[src/rtl/mul_err_sweep.sv]
// mul_err_sweep: exhaustive error sweep of an attached approximate multiplier.
// Every operand pair is presented on dut_in, the returned product is compared
// against the exact product, and the worst-case error, the number of
// threshold violations and the first vector that hit the worst error are
// reported. Each vector takes two cycles: DRIVE lets the external multiplier
// settle, and SAMPLE registers the comparison.
module mul_err_sweep #(
  parameter int IN_W = 2,
  parameter int ET   = 5
) (
  input  logic                clk,
  input  logic                rst_n,
  input  logic                start,
  output logic [2*IN_W-1:0]   dut_in,
  input  logic [2*IN_W-1:0]   dut_out,
  output logic                busy,
  output logic                done,
  output logic                pass,
  output logic [2*IN_W-1:0]   max_err,
  output logic [2*IN_W:0]     err_count,
  output logic [2*IN_W-1:0]   worst_vec
);

  localparam int VW = 2 * IN_W;
  localparam int CW = 2 * IN_W + 1;
  localparam logic [31:0] ET_L = 32'(ET);

  typedef enum logic [1:0] {
    IDLE   = 2'd0,
    DRIVE  = 2'd1,
    SAMPLE = 2'd2,
    FINISH = 2'd3
  } state_t;

  state_t state;
  state_t state_next;

  logic [VW-1:0] vec;
  logic [VW-1:0] op_a;
  logic [VW-1:0] op_b;
  logic [VW-1:0] exact;
  logic [VW-1:0] err;
  logic          last_vec;
  logic          err_over;
  logic          max_ok;

  // Exact product and unsigned absolute error of the current vector.
  always_comb begin
    op_a     = {{IN_W{1'b0}}, vec[IN_W-1:0]};
    op_b     = {{IN_W{1'b0}}, vec[VW-1:IN_W]};
    exact    = op_a * op_b;
    err      = (exact >= dut_out) ? (exact - dut_out) : (dut_out - exact);
    last_vec = (vec == {VW{1'b1}});
    err_over = (32'(err) > ET_L);
    max_ok   = (32'(max_err) <= ET_L);
  end

  // State register.
  always_ff @(posedge clk) begin
    if (!rst_n) state <= IDLE;
    else        state <= state_next;
  end

  // Next-state logic; start is only looked at in IDLE, so it is ignored while busy.
  always_comb begin
    state_next = state;
    case (state)
      IDLE:    if (start) state_next = DRIVE;
      DRIVE:   state_next = SAMPLE;
      SAMPLE:  state_next = last_vec ? FINISH : DRIVE;
      FINISH:  state_next = IDLE;
      default: state_next = IDLE;
    endcase
  end

  // Vector counter and result registers. The counter returns to 0 when the
  // last vector is sampled so dut_in is 0 in FINISH and IDLE.
  always_ff @(posedge clk) begin
    if (!rst_n) begin
      vec       <= '0;
      done      <= 1'b0;
      pass      <= 1'b0;
      max_err   <= '0;
      err_count <= '0;
      worst_vec <= '0;
    end else begin
      done <= 1'b0;
      case (state)
        IDLE: begin
          if (start) begin
            vec       <= '0;
            pass      <= 1'b0;
            max_err   <= '0;
            err_count <= '0;
            worst_vec <= '0;
          end
        end
        SAMPLE: begin
          if (err > max_err) begin
            max_err   <= err;
            worst_vec <= vec;
          end
          if (err_over) err_count <= err_count + CW'(1);
          if (last_vec) vec <= '0;
          else          vec <= vec + VW'(1);
        end
        FINISH: begin
          done <= 1'b1;
          pass <= max_ok;
        end
        default: ;
      endcase
    end
  end

  assign dut_in = vec;
  assign busy   = (state != IDLE);

endmodule

[config.mk]
export PLATFORM = sky130hd
export DESIGN_NAME = mul_err_sweep
export DESIGN_NICKNAME = d
export VERILOG_FILES = /design/src/rtl/mul_err_sweep.sv
export SDC_FILE = /design/constraint.sdc
export NUM_CORES = 1
export LEC_CHECK = 0
export ABC_AREA = 1
export CAP_MARGIN = 0
export CORE_MARGIN = 4
export CORE_UTILIZATION = 56
export DETAILED_ROUTE_END_ITERATION = 10
export PLACE_DENSITY = 0.91
export SYNTH_ARGS = -nofsm -noshare
export SYNTH_HDL_FRONTEND = slang
export SYNTH_SLANG_ARGS = --single-unit
export TNS_END_PERCENT = 30
[constraint.sdc]
create_clock -name clk -period 5.87 [get_ports clk]
set_input_delay 0.8805 -clock clk [delete_from_list [all_inputs] [get_ports clk]]
set_output_delay 0.8805 -clock clk [all_outputs]
set_load 0.02 [all_outputs]
# Word level (Yosys, flattened, before mapping)
# Cells that the tools add are included.
# totals
ff_bits	21
inputBits	7
wordCells	48
# op_classes
mux	17
multipliers	1
reduce_logical	8
order_cmp	4
eq_ne	7
addsub	4
# op_table
op	count
$pmux W4 S2	3
$mux W4	5
$mux W5	2
$pmux W5 S2	1
$pmux W2 S4	1
$sub A4 B4 Y4	2
$ne A2 B2 Y1 const B	3
$reduce_and A3 Y1	2
$reduce_bool A2 Y1	3
$add A5 B1 Y5 const B	1
$add A4 B1 Y4 const B	1
$eq A2 B2 Y1 const B	2
$eq A4 B4 Y1 const B	1
$ge A4 B4 Y1	1
$gt A4 B3 Y1 const B	1
$gt A4 B4 Y1	1
$le A4 B3 Y1 const B	1
$mul A2 B2 Y4	1
$mux W2	2
$reduce_and A2 Y1	2
$eq A2 B1 Y1 const B	1
$logic_not A2 Y1	1
$mux W1	2
$pmux W1 S2	1

# Longest topological paths before layout
# depth
ltp_word	6
ltp_mapped	26

# Worst setup path after synthesis
# OpenSTA, ideal clock, no wires.
# synth_path
kind	input -> register
from	in dut_out[0]
to	reg max_err[0]
setup_time_ps	115
t_arrival_ps	2849
required_time_ps	5755
path_buffers	1
path_slack_ps	2906
cell_stages	19
path_cell_list	ha_1 -> fa_1 -> nand2_1 -> nand2_4 -> nand2_4 -> inv_1 -> o21ai_1 -> nand2_1 -> inv_2 -> ha_1 -> nand2_1 -> nor2_1 -> nand3_1 -> nand2_1 -> inv_2 -> nand2_4 -> buf_6 -> a21oi_1 -> nor2_1
# synth_between
elab_chain_len	5
# synth_lines
item	line	rtl
start: declaration	15	input logic [2*IN_W-1:0] dut_out,
$sub A4 B4 Y4 or $ge A4 B4 Y1 (tied branches)	52	err = (exact >= dut_out) ? (exact - dut_out) : (dut_out - exact);
$mux W4 (*)	52	
$gt A4 B4 Y1	99	if (err > max_err) begin
$ne A2 B2 Y1 (no line)	--	
$reduce_and A3 Y1 (no line)	--	
end signal: assignment	100	max_err <= err;
end: declaration	19	output logic [2*IN_W-1:0] max_err,
# Mark *: on every way between the ends. The rest lies on a longest branch, timed or not. The select of a mux whose other input is x is not followed.
# A chain may end at the register's enable or synchronous reset.

# Worst setup path after layout
# layout_path
from	in dut_out[0]
to	reg max_err[2]
# The elaborated chain is that of the path after synthesis.

==> qor.csv <==
metric,value,unit
run_status,"finished, final reports clean",
cts_resized,0,
fin_crit,3322,ps
synth_top_area_cell,dfxtp_1,
antenna_cells,0,
ant_nets,0,
grt_max_degree,19,
cts.sinks,21,
hp-class,flop to flop,
slew_violations,0,
ctsLongestPathBuffers,2,
synth_fp_nets,247,
end_kind,flop,
htreeDepth,1,
wl_per_cell,11.46,µm
cp-start-kind,input port,
start_util,0.6047,
core_area,2545,µm²
fin_hold_ws,523.4,ps
syn_area,1539,µm²
min_period_over_period,0.5659,
cp.arrival,3530,ps
rsz0062_at_grt,false,
synth-seq-cells,21,
yosysUniqueCellTypes,27,
gr-total-overflow,0,
nNetsFinal,272,
hpwlAfterDp,2557,µm
grt_pass1_vias,1337,
ys_seq_area_frac,0.2732,
async_flop_share,0,
total_power,0.3033,mW
ctsHoldBuffers,0,
cts.clk_slew.worst_paths,120,ps
finalInstanceArea,1822,µm²
syn_inst,225,
yosys_most_used_dff,dfxtp_1,
die_x,60.43,µm
rrSetupSlack,2690,ps
clk_latency,300,ps
synthToLayoutAreaGrowth,18.37,%
grt_pass1_wl,5540,µm
die_h,60.43,µm
drv_cap,0,
fillers,211,
synth_warnings,0,
die_area,3651,µm²
portBuffers,26,
fin_skew,2.981,ps
path_class,input port to flop,
synthTopCellsByArea,"dfxtp_1 27%, ha_1 11%, inv_1 10%",
vdd_drop_max,0.1782,mV
cp.required,6080,ps
worst_slew_pin_slew,467.1,ps
synth_area_per_cell,6.840,µm²
first_pass_iters,5,
pin_count,27,
place_inst,275,
routed_wl,3198,µm
final-hold-violation-count,0,
setup_viol,0,
fin_setup_tns,0,ps
layout-drive-gt1-share,0.08835,
cts_tree,yes,
yosysTopAreaCellShare,0.2732,
cts_buffers,3,
drc,0,
avgViaCountPerCell,5.104,
num_rows,18,
powerDensity,166.5,nW/µm²
drt-initial-drc-count,38,
cts_setup_buffers,0,
placed_cell_area,1794,µm²
synth_edf_count,0,
antenna_found_initial,0,
worstPathMaxFanout,16,
relSlewSlack,0.6874,
gp_congestion,0.8367,
root_buffer,clkbuf_4,
finalNonFillerCells,279,
num_vias,1424,
grt_usage,0.1939,
max_freq,301.0,MHz
leakage,0.8800,nW
-- report_power, final --
group	total (mW)	internal (mW)	switching (mW)	leakage, nW
Combinational	0.0811	0.0336	0.0475	0.691
Clock	0.0696	0.0254	0.0442	0.0177
Sequential	0.153	0.148	0.00421	0.171
-- per-stage QoR --
stage	setup WS, ps	utilization
floorplan	2906	-
global placement	2372	0.7050
detailed placement	2237	0.7050
CTS	2567	0.7158
global route	2386	0.7158
finish	2548	0.7158
-- critical path, cell delays in order --
cell and delay [ps]:
clkdlybuf4s50_1 430, ha_1 230, fa_1 420, nand2_1 130, nand2_4 70, nand2_4 80, inv_1 50, o21ai_1 80
nand2_1 110, inv_2 90, ha_1 220, nand2_1 90, inv_1 40, nand2_1 60, inv_1 30, nand2_1 60
nand2_2 60, nand2_4 150, nand3_1 100, nand2_1 80, nor2_1 50
-- cells by family (layout without fill, tap and decap cells) --
group | Yosys count | count (layout) | share of synthesized area
AND/OR/NAND/NOR | 102 | 102 | 0.3098
buffers and inverters | 51 | 75 | 0.1374
AO/OA/AOI/OAI | 30 | 30 | 0.1138
flip-flops | 21 | 21 | 0.2732
adder cells (fa/ha/maj) | 15 | 15 | 0.1317
XOR/XNOR | 6 | 6 | 0.03415
-- layout by cell type (no fill, tap or decap), types with 2 or more instances in the layout --
cell type / n
dfxtp_1: 21
a21oi_1: 19
nand3_2: 4
nand2_2: 6
nand3b_1: 2
nor2_1: 33
fa_1: 2
nand2_1: 35
clkbuf_4: 3
inv_2: 3
nand2_4: 3
o21ai_0: 5
inv_1: 41
xor2_1: 5
nand3_1: 19
clkdlybuf4s50_1: 26
ha_1: 13
-- cell type report --
cell class,instances,area (µm²),area share
clock buffer,3,22.52,0.01236
clock inverter,1,5.005,0.002747
inverter,45,168.9,0.09272
multi-input combinational,153,907.1,0.4979
sequential,21,420.4,0.2308
tap,30,37.54,0.02060
timing repair buffer,26,260.3,0.1429
-- flip-flops by register name, summed over array words and instances (netlist names) --
register	cells
done	1
dut_in	4
err_count	5
max_err	4
worst_vec	4
state	2
pass	1
-- Yosys cell counts (4+ instances only) --
library cell  count
a21oi_1          19
nand3_2           4
nor2_1           33
ha_1             13
dfxtp_1          21
o21ai_0           5
nand2_2           6
inv_1            41
nand2_1          35
xor2_1            5
nand3_1          19
-- routing by layer --
layer / GRT usage / share of wire / vias to the layer above
met2: 0.3410 / 0.48 / 39
met1: 0.2526 / 0.47 / 630
li1: - / - / 746
met3: 0.02979 / 0.043 / 9
met5: 0 / 0 / -
met4: 0.04025 / 0.011 / 0
-- final timing paths --
kind,depth (start not counted),end,from
worst max register to register,20,max_err[2]$_SDFFE_PN0P_,dut_in[2]$_SDFFE_PN0P_
worst min-delay path,2,state[1]$_SDFFE_PN0P_,state[0]$_SDFFE_PN0P_
worst min register to register,2,state[1]$_SDFFE_PN0P_,state[0]$_SDFFE_PN0P_
worst max-delay path,21,max_err[2]$_SDFFE_PN0P_,dut_out[0]
Power figures use the tool's default switching activity.
